**src/rtl/dac_driver.sv**
```systemverilog
// -----------------------------------------------------------------------------
// dac_driver
//   Transmit path to an external parallel 8-bit DAC. Samples arrive on a
//   valid/ready stream, are buffered in a small FIFO, and are presented on the
//   DAC pins together with a generated DAC clock. The DAC clock toggles on
//   every strobe of a free-running divider. A new sample is popped only on the
//   strobe that drives the clock low, so the data is settled for a full
//   half-period around every rising edge.
//
// Ports
//   iClk           in   system clock
//   iRst           in   asynchronous, active-high reset
//   iDac_Data      in   8-bit sample to transmit
//   iData_Valid    in   iDac_Data is valid this cycle
//   oReady         out  FIFO can accept a word (not full)
//   oDAC_Data      out  registered data to the DAC pins
//   oDAC_CLK       out  registered DAC clock; the DAC latches on its rising edge
//   oFifo_Level    out  number of words currently stored
//   oUnderrun      out  sticky flag: an update found the FIFO empty
//   iClr_Underrun  in   synchronous clear of oUnderrun
// -----------------------------------------------------------------------------
module dac_driver #(
  parameter int         pClkCycPerStrobeCyc = 5,
  parameter int         pFifoDepth          = 16,
  parameter logic [7:0] pIdleCode           = 8'h80
) (
  input  logic                          iClk,
  input  logic                          iRst,
  input  logic [7:0]                    iDac_Data,
  input  logic                          iData_Valid,
  output logic                          oReady,
  output logic [7:0]                    oDAC_Data,
  output logic                          oDAC_CLK,
  output logic [$clog2(pFifoDepth):0]   oFifo_Level,
  output logic                          oUnderrun,
  input  logic                          iClr_Underrun
);

  localparam int CW = (pClkCycPerStrobeCyc > 1) ? $clog2(pClkCycPerStrobeCyc) : 1;
  localparam int AW = $clog2(pFifoDepth);
  localparam int LW = AW + 1;

  localparam logic [CW-1:0] CNT_LAST = CW'(pClkCycPerStrobeCyc - 1);
  localparam logic [CW-1:0] CNT_ONE  = CW'(1);
  localparam logic [LW-1:0] LVL_FULL = LW'(pFifoDepth);
  localparam logic [LW-1:0] LVL_ZERO = LW'(0);
  localparam logic [LW-1:0] LVL_ONE  = LW'(1);
  localparam logic [AW-1:0] PTR_ONE  = AW'(1);

  // Strobe divider
  logic [CW-1:0] cnt_q, cnt_d;
  logic          strobe_q, strobe_d;

  // DAC output registers
  logic          dac_clk_q, dac_clk_d;
  logic [7:0]    dac_data_q, dac_data_d;
  logic          underrun_q, underrun_d;

  // FIFO state
  logic [7:0]    mem_q [pFifoDepth];
  logic [AW-1:0] wr_ptr_q, wr_ptr_d;
  logic [AW-1:0] rd_ptr_q, rd_ptr_d;
  logic [LW-1:0] level_q, level_d;

  logic full_s;
  logic empty_s;
  logic push_s;
  logic upd_s;
  logic pop_s;

  // Full/empty come from the registered level, so a word written on the same
  // edge as an update strobe is never visible to that update (no bypass).
  assign full_s  = (level_q == LVL_FULL);
  assign empty_s = (level_q == LVL_ZERO);
  assign push_s  = iData_Valid & ~full_s;
  // The update strobe is the one that takes the DAC clock from high to low.
  assign upd_s   = strobe_q & dac_clk_q;
  assign pop_s   = upd_s & ~empty_s;

  // Strobe divider: counter wraps at pClkCycPerStrobeCyc-1, strobe follows the wrap.
  always_comb begin
    cnt_d    = cnt_q;
    strobe_d = 1'b0;
    if (cnt_q == CNT_LAST) begin
      cnt_d    = {CW{1'b0}};
      strobe_d = 1'b1;
    end else begin
      cnt_d    = cnt_q + CNT_ONE;
      strobe_d = 1'b0;
    end
  end

  // DAC clock toggle, data update on the falling strobe, sticky underrun.
  always_comb begin
    dac_clk_d  = dac_clk_q;
    dac_data_d = dac_data_q;
    underrun_d = underrun_q;
    if (strobe_q) begin
      dac_clk_d = ~dac_clk_q;
    end else begin
      dac_clk_d = dac_clk_q;
    end
    if (pop_s) begin
      dac_data_d = mem_q[rd_ptr_q];
    end else begin
      dac_data_d = dac_data_q;
    end
    // Set has priority over clear when both happen on one edge.
    if (upd_s && empty_s) begin
      underrun_d = 1'b1;
    end else if (iClr_Underrun) begin
      underrun_d = 1'b0;
    end else begin
      underrun_d = underrun_q;
    end
  end

  // FIFO pointer and level next-state.
  always_comb begin
    wr_ptr_d = wr_ptr_q;
    rd_ptr_d = rd_ptr_q;
    level_d  = level_q;
    if (push_s) begin
      wr_ptr_d = wr_ptr_q + PTR_ONE;
    end else begin
      wr_ptr_d = wr_ptr_q;
    end
    if (pop_s) begin
      rd_ptr_d = rd_ptr_q + PTR_ONE;
    end else begin
      rd_ptr_d = rd_ptr_q;
    end
    case ({push_s, pop_s})
      2'b10:   level_d = level_q + LVL_ONE;
      2'b01:   level_d = level_q - LVL_ONE;
      default: level_d = level_q;
    endcase
  end

  // State registers with asynchronous reset.
  always_ff @(posedge iClk or posedge iRst) begin
    if (iRst) begin
      cnt_q      <= {CW{1'b0}};
      strobe_q   <= 1'b0;
      dac_clk_q  <= 1'b0;
      dac_data_q <= pIdleCode;
      underrun_q <= 1'b0;
      wr_ptr_q   <= {AW{1'b0}};
      rd_ptr_q   <= {AW{1'b0}};
      level_q    <= {LW{1'b0}};
    end else begin
      cnt_q      <= cnt_d;
      strobe_q   <= strobe_d;
      dac_clk_q  <= dac_clk_d;
      dac_data_q <= dac_data_d;
      underrun_q <= underrun_d;
      wr_ptr_q   <= wr_ptr_d;
      rd_ptr_q   <= rd_ptr_d;
      level_q    <= level_d;
    end
  end

  // FIFO storage; contents need no reset because the pointers are reset.
  always_ff @(posedge iClk) begin
    if (push_s && !iRst) begin
      mem_q[wr_ptr_q] <= iDac_Data;
    end
  end

  assign oReady      = ~full_s;
  assign oDAC_Data   = dac_data_q;
  assign oDAC_CLK    = dac_clk_q;
  assign oFifo_Level = level_q;
  assign oUnderrun   = underrun_q;

endmodule

```
**config.mk**
```make
export PLATFORM = sky130hd
export DESIGN_NAME = dac_driver
export DESIGN_NICKNAME = d
export VERILOG_FILES = /design/src/rtl/dac_driver.sv
export SDC_FILE = /design/constraint.sdc
export NUM_CORES = 1
export LEC_CHECK = 0
export ABC_AREA = 1
export CAP_MARGIN = 5
export CORE_ASPECT_RATIO = 1.75
export CORE_MARGIN = 8
export CORE_UTILIZATION = 40
export CTS_BUF_LIST = sky130_fd_sc_hd__clkbuf_4
export CTS_CLUSTER_DIAMETER = 40
export DETAILED_ROUTE_END_ITERATION = 10
export GPL_TIMING_DRIVEN = 0
export SLEW_MARGIN = 0
export SYNTH_ARGS = -nofsm -noshare
export SYNTH_HDL_FRONTEND = slang
export SYNTH_SLANG_ARGS = --single-unit
```
**constraint.sdc**
```tcl
create_clock -name iClk -period 2.3 [get_ports iClk]
set_input_delay 0.69 -clock iClk [delete_from_list [all_inputs] [get_ports iClk]]
set_output_delay 0.69 -clock iClk [all_outputs]
set_load 0.05 [all_outputs]
```
==> PnR_summary.wiki, run 1 <==
{| class="wikitable"
! Metric !! Value
|-
| Count of placed standard cells including taps || 935
|-
| Power density relative to cell area || 1070 nW/µm²
|-
| Top achievable clock speed || 0.440 GHz
|-
| Number of cells produced by synthesis || 681
|-
| Chain of cells forming the critical path || clkdlybuf4s50_1, clkinvlp_4, nand3_1, nor3_4
|-
| CP max FO || 16
|-
| Count of cell types in the netlist || 27
|-
| Slack of the worst reg-to-reg path || 0.14 ns
|-
| Post-detailed-route count of antenna-violating nets || 0
|-
| Die height || 190 µm
|-
| Cell depth of the worst flop-to-flop path || 15
|-
| Via count of the first global-routing pass || 4704
|-
| Number of cells traversed by the worst hold path || 1
|-
| Violation count after the first detailed-routing iteration || 243
|-
| Hold Path Class || flop to flop
|-
| Outcome || finished, final reports clean
|-
| Overall power of the completed layout || 8.70 mW
|-
| Clock-pin slew reported for the worst setup and hold paths after clock tree synthesis || 0.12 ns
|-
| Synthesized area per cell || 10.1 µm²
|-
| Reg-to-reg endpoint || oFifo_Level[4]$_DFFE_PP0P_
|-
| Setup repair after global routing missed its margin || true
|-
| Insertion delay to the later sink of the worst-skew pair || 0.54 ns
|-
| Final Routed Wirelength || 17.6 mm
|-
| Crit path max-delay cell type || sky130_fd_sc_hd__nor3_4
|-
| Leakage power summed over all cells || 3.56 nW
|-
| Total die area || 21900 µm²
|-
| Count of synthesis-stage warnings from yosys || 0
|-
| Global Route Usage Sum || 0.165
|-
| Initial antenna violation count || 1
|-
| Number of buffers on the longest clock path || 2
|-
| Flip-flop and latch count after synthesis || 155
|-
| Die span in x || 115 µm
|-
| Hold path endpoint || cnt_q[0]$_DFF_PP0_
|-
| Final core area utilization || 0.482
|-
| Standard-cell rows || 63
|-
| Maximum number of pins on one net before global-route repair || 17
|-
| Non-filler instance count after layout || 983
|-
| Worst endpoint data arrival time || 2.46 ns
|-
| Minimum period implied by the final worst setup slack || 2.27 ns
|-
| Layout cell share with drive strength beyond 1 || 0.147
|-
| # port buffers || 27
|-
| Detailed-router iteration count before antenna repair || 5
|-
| Buffer cell driving the clock tree root || sky130_fd_sc_hd__clkbuf_4
|-
| H-tree lvl count || 4
|-
| Mapped Nets || 705
|-
| Final Max Slew Viols || 0
|-
| Final setup slack of the worst path || 0.0288 ns
|-
| Initial cell density of the core || 0.407
|-
| Worst Tran Pin Value || 0.898 ns
|-
| Routed vias/inst || 4.87
|-
| Setup TNS || 0 ns
|-
| Drt drc || 0
|-
| Layout area overhead || 18.5%
|-
| Clock tree from TritonCTS || done
|-
| Worst path max stage delay || 0.51 ns
|-
| Max capacitance violation total || 0
|-
| Worst Hold Margin || 0.475 ns
|-
| GP Congestion || 0.955
|-
| Classification of the worst setup path || primary input to flop
|-
| Hold Vio Cnt, Final || 0
|-
| Dpl hpwl || 12.1 mm
|-
| Via count || 4791
|-
| Post-route clock period utilization || 0.987
|-
| Critical path startpoint category || primary input
|-
| Launch point of the worst reg-to-reg path || oFifo_Level[0]$_DFFE_PP0P_
|-
| Post-detailed-placement cell area || 7490 µm²
|-
| Sequential cell area fraction in the yosys report || 0.656
|-
| Type of destination of the critical path || flop
|-
| Maximum ir drop on the vdd rail || 939 µV
|-
| Endpoint required time on the critical path || 2.49 ns
|-
| WL per Instance || 17.9 µm
|-
| Netlist area before placement || 6890 µm²
|-
| Hold-fix buffers, CTS || 0
|-
| IO Pins || 28
|-
| Worst slew margin || 0.400
|-
| GRT overflow || 0
|-
| Critical hold path startpoint || cnt_q[0]$_DFF_PP0_
|-
| Final design area excluding fillers || 8170 µm²
|-
| Clock buffers created by TritonCTS || 17
|-
| Core Box Area || 16900 µm²
|-
| Post-layout net count || 767
|-
| Clock skew || 0.0273 ns
|-
| Global-route wire length before repair || 26.3 mm
|-
| Total number of clock tree sinks || 155
|-
| Post-Place Worst Slack || -1.21 ns
|-
| Setup-violating endpoint count in the final report || 0
|-
| Commonest cells after routing, fill and taps aside || sky130_fd_sc_hd__nand2_1 (208), sky130_fd_sc_hd__edfxtp_1 (128), sky130_fd_sc_hd__inv_1 (119)
|-
| Most frequent standard cell in the layout excluding fill and tap cells || sky130_fd_sc_hd__nand2_1
|}
[worst max-delay path, delay by kind of cell]
| family | cells | cell delay [ns] |
|---|---|---|
| buffers and inverters | 2 | 0.85 |
| and+or+nand+nor | 2 | 0.89 |
[synthesized netlist by cell type]
| cell | n | share of area |
|---|---|---|
| sky130_fd_sc_hd__o21ai_1 | 1 | 0.00073 |
| sky130_fd_sc_hd__fa_1 | 1 | 0.0029 |
| sky130_fd_sc_hd__o22ai_1 | 1 | 0.00091 |
| sky130_fd_sc_hd__nand3_1 | 103 | 0.075 |
| sky130_fd_sc_hd__a21oi_1 | 2 | 0.0015 |
| sky130_fd_sc_hd__buf_2 | 18 | 0.013 |
| sky130_fd_sc_hd__nor2_2 | 1 | 0.00091 |
| sky130_fd_sc_hd__clkinv_1 | 2 | 0.0011 |
| sky130_fd_sc_hd__nor2_1 | 11 | 0.0060 |
| sky130_fd_sc_hd__buf_6 | 1 | 0.0016 |
| sky130_fd_sc_hd__nand4_1 | 2 | 0.0018 |
| sky130_fd_sc_hd__edfxtp_1 | 128 | 0.56 |
| sky130_fd_sc_hd__dfrtp_1 | 26 | 0.094 |
| sky130_fd_sc_hd__o21bai_1 | 1 | 0.0011 |
| sky130_fd_sc_hd__buf_1 | 1 | 0.00054 |
| sky130_fd_sc_hd__xnor2_1 | 3 | 0.0038 |
| sky130_fd_sc_hd__dfstp_2 | 1 | 0.0038 |
| sky130_fd_sc_hd__inv_1 | 122 | 0.066 |
| sky130_fd_sc_hd__ha_1 | 11 | 0.020 |
| sky130_fd_sc_hd__xor2_1 | 7 | 0.0089 |
| sky130_fd_sc_hd__nand2_2 | 3 | 0.0027 |
| sky130_fd_sc_hd__buf_4 | 7 | 0.0076 |
| sky130_fd_sc_hd__nand2_1 | 208 | 0.11 |
| sky130_fd_sc_hd__a31oi_1 | 1 | 0.00091 |
| sky130_fd_sc_hd__o21ai_0 | 5 | 0.0036 |
| sky130_fd_sc_hd__inv_2 | 2 | 0.0011 |
| sky130_fd_sc_hd__nor3_1 | 12 | 0.0087 |
[logic make-up after synthesis]
kind of cell	Yosys count	share of synthesized area
XOR/XNOR	10	0.0127
AO/OA/AOI/OAI	11	0.00871
flip-flops	155	0.656
adder cells (fa/ha/maj)	12	0.0229
AND/OR/NAND/NOR	340	0.208
buffers and inverters	153	0.0915
[state kept, by name, summed over array words and instances (netlist names)]
register,cells
mem_q,128
oDAC_Data,8
oFifo_Level,5
rd_ptr_q,4
wr_ptr_q,4
cnt_q,3
oDAC_CLK,1
oUnderrun,1
strobe_q,1
[metal layers]
metal / global-route usage / routed length [µm] / vias to the layer above
met3: 0.0267 / 606 / 49
met2: 0.300 / 9460 / 140
li1: - / - / 2305
met1: 0.166 / 6470 / 2297
met5: 0 / 0 / -
met4: 0.113 / 1020 / 0
[power breakdown]
part / switching, mW / internal [mW] / total [mW]
sequential: 0.160 / 3.34 / 3.50
combinational: 2.34 / 0.989 / 3.33
clock: 0.983 / 0.881 / 1.86
total: 3.49 / 5.21 / 8.70
[area by class of cell]
class,instances,area (µm²)
fill,1590,8780
sequential,155,4530
multi-input combinational,373,1930
inverter,126,477
timing repair buffer,43,449
tap,227,284
clock inverter,13,191
buffer,26,168
clock buffer,18,135
timing repair inverter,1,5.00
antenna,1,2.50
[how the worst max path moves through the flow]
stage / from / endpoint / slack (ns) / cells after the start
global route: iRst / mem_q[13][6]$_DFFE_PP_ / -0.06 / 4
CTS: oFifo_Level[0]$_DFFE_PP0P_ / oReady / -0.12 / 4
detailed placement: iRst / mem_q[10][6]$_DFFE_PP_ / -1.21 / 4
finish: iRst / mem_q[13][6]$_DFFE_PP_ / 0.03 / 4
global placement: iRst / mem_q[5][6]$_DFFE_PP_ / -1.31 / 4
floorplan: oFifo_Level[0]$_DFFE_PP0P_ / oFifo_Level[4]$_DFFE_PP0P_ / -0.49 / 14
[repair_timing]
action / 4_1_cts / 5_1_grt
cloned: 1 / 0
buffers inserted: 4 / 12
setup endpoints to repair: 138 / 99
pin swaps: 5 / 13
gates resized for setup: 55 / 8
(Power assumes the default switching activity.)
==> inputs of run 2 (changes only) <==
- RECOVER_POWER: unset -> 25
==> PnR_summary.wiki, run 2 (synthesis gave the netlist of run 1 again) <==
{| class="wikitable"
! Metric !! Value
|-
| Outcome || finished, final reports clean
|-
| Worst slew margin || 0.407
|-
| Clock-pin slew reported for the worst setup and hold paths after clock tree synthesis || 0.12 ns
|-
| Critical path startpoint category || primary input
|-
| Standard-cell rows || 63
|-
| Share of total power in combinational logic || 0.383
|-
| Die height || 190 µm
|-
| Crit path max-delay cell type || sky130_fd_sc_hd__nor3_4
|-
| Maximum ir drop on the vdd rail || 942 µV
|-
| Most frequent standard cell in the layout excluding fill and tap cells || sky130_fd_sc_hd__nand2_1
|-
| Total number of clock tree sinks || 155
|-
| Number of buffers on the longest clock path || 2
|-
| Cell depth of the worst flop-to-flop path || 15
|-
| Hold Path Class || flop to flop
|-
| Setup-violating endpoint count in the final report || 0
|-
| Setup TNS || 0 ns
|-
| Dpl hpwl || 12.1 mm
|-
| Number of fillers in the final layout || 1593
|-
| Insertion delay to the later sink of the worst-skew pair || 0.54 ns
|-
| Die span in x || 115 µm
|-
| Post-detailed-placement cell area || 7490 µm²
|-
| Power density relative to cell area || 1070 nW/µm²
|-
| Slack of the worst reg-to-reg path || 0.12 ns
|-
| CP max FO || 16
|-
| Overall power of the completed layout || 8.69 mW
|-
| Leakage power summed over all cells || 3.55 nW
|-
| Endpoint required time on the critical path || 2.48 ns
|-
| Buf+Inv Stages, Crit Path || 2
|-
| Met1 GRT Util || 0.166
|-
| Layout cell share with drive strength beyond 1 || 0.144
|-
| Max FFs per register || 128
|-
| Classification of the worst setup path || primary input to flop
|-
| Max capacitance violation total || 0
|-
| Violation count after the first detailed-routing iteration || 235
|-
| Hold-fix buffers, CTS || 0
|-
| Detailed-router iteration count before antenna repair || 5
|-
| Register containing the most flip-flops in the final layout || mem_q
|-
| Routed vias/inst || 4.89
|-
| Clock tree from TritonCTS || done
|-
| Worst Tran Pin Value || 0.887 ns
|-
| Initial cell density of the core || 0.407
|-
| Core Box Area || 16900 µm²
|-
| Critical hold path startpoint || cnt_q[0]$_DFF_PP0_
|-
| Via count of the first global-routing pass || 4704
|-
| Worst endpoint data arrival time || 2.44 ns
|-
| Post-route clock period utilization || 0.982
|-
| Final design area excluding fillers || 8160 µm²
|-
| Buffer cell driving the clock tree root || sky130_fd_sc_hd__clkbuf_4
|-
| Clock group share of total power || 0.215
|-
| GRT overflow || 0
|-
| Internal Dissipation || 5.21 mW
|-
| Maximum number of pins on one net before global-route repair || 17
|-
| WL per Instance || 17.9 µm
|-
| Sequential share of power || 0.402
|-
| IO Pins || 28
|-
| Final Routed Wirelength || 17.6 mm
|-
| Top achievable clock speed || 0.443 GHz
|-
| Total area of sequential cells || 4530 µm²
|-
| Clock skew || 0.0273 ns
|-
| Total die area || 21900 µm²
|-
| Layer with the highest usage || met2
|-
| Global-route wire length before repair || 26.3 mm
|-
| Commonest cells after routing, fill and taps aside || sky130_fd_sc_hd__nand2_1 (208), sky130_fd_sc_hd__edfxtp_1 (128), sky130_fd_sc_hd__inv_1 (119)
|-
| Setup repair after global routing missed its margin || true
|-
| Reported net switching power || 3.49 mW
|-
| Launch point of the worst reg-to-reg path || oFifo_Level[0]$_DFFE_PP0P_
|-
| Final Max Slew Viols || 0
|-
| Chain of cells forming the critical path || clkdlybuf4s50_1, clkinvlp_4, nand3_1, nor3_4
|-
| Drt drc || 0
|-
| Met3 global-route usage || 0.0267
|-
| Total area of multi-input combinational cells || 1930 µm²
|-
| Type of destination of the critical path || flop
|-
| Worst Hold Margin || 0.475 ns
|-
| Via count || 4806
|-
| Reg-to-reg endpoint || oFifo_Level[4]$_DFFE_PP0P_
|-
| Hold path endpoint || cnt_q[0]$_DFF_PP0_
|-
| Initial antenna violation count || 1
|-
| Final core area utilization || 0.482
|-
| Switching power share of the total || 0.401
|-
| Largest delay share family, worst path || simple AND/OR/NAND/NOR gates
|-
| Number of cells traversed by the worst hold path || 1
|-
| Layout area overhead || 18.4%
|-
| Post-layout net count || 767
|-
| Clock buffers created by TritonCTS || 17
|-
| GP Congestion || 0.955
|-
| # port buffers || 27
|-
| Post-detailed-route count of antenna-violating nets || 0
|-
| Worst path max stage delay || 0.51 ns
|-
| Minimum period implied by the final worst setup slack || 2.26 ns
|-
| Global Route Usage Sum || 0.165
|-
| Met2 GRT Util || 0.300
|-
| H-tree lvl count || 4
|-
| Hold Vio Cnt, Final || 0
|}
==> run 2: worst max-delay path by stage <==
stage	startpoint	endpoint	slack, ns	cells past startpoint
final	iRst	mem_q[13][6]$_DFFE_PP_	0.04	4
after floorplan	oFifo_Level[0]$_DFFE_PP0P_	oFifo_Level[4]$_DFFE_PP0P_	-0.49	14
after global routing	iRst	mem_q[13][6]$_DFFE_PP_	-0.06	4
after detailed placement	iRst	mem_q[10][6]$_DFFE_PP_	-1.21	4
after global placement	iRst	mem_q[5][6]$_DFFE_PP_	-1.31	4
after CTS	oFifo_Level[0]$_DFFE_PP0P_	oReady	-0.12	4
==> run 2: layer usage <==
metal	share of wire	routed length, µm
met1	0.37	6480
met2	0.54	9480
met5	0	0
met3	0.034	600
met4	0.057	1000
==> run 2: area by class of cell <==
type                       count  share of cell area
clock inverter                13              0.0235
multi-input combinational    373               0.236
timing repair inverter         1            0.000613
antenna                        1            0.000307
buffer                        26              0.0205
inverter                     126              0.0584
timing repair buffer          43              0.0546
sequential                   155               0.555
tap                          227              0.0348
clock buffer                  18              0.0166
==> run 2: timing repair <==
| action | CTS | global route |
|---|---|---|
| cloned | 1 | 0 |
| gates resized for setup | 55 | 8 |
| endpoints found under the hold margin | 0 | 0 |
| buffers inserted | 4 | 12 |
| setup endpoints to repair | 138 | 99 |
| pin swaps | 5 | 13 |
==> run 2: through the flow <==
step	cells	setup slack, ns
floorplan	681	-0.488
global placement	935	-1.31
detailed placement	935	-1.21
CTS	971	-0.116
global route	983	-0.0563
finish	983	0.0418
==> run 2: power groups by stage <==
stage	combinational, mW	sequential (mW)	clock [mW]
floorplan	1.72	3.94	0
global placement	3.09	3.57	0
detailed placement	3.15	3.58	0
CTS	3.24	3.51	1.89
global route	3.61	3.53	2.01
finish	3.33	3.50	1.87
==> inputs of run 3 (changes only) <==
- ABC_CLOCK_PERIOD_IN_PS: unset -> 2300
==> results of run 3 <==
No change in the layout: final DEF, timing and power equal those of run 2.
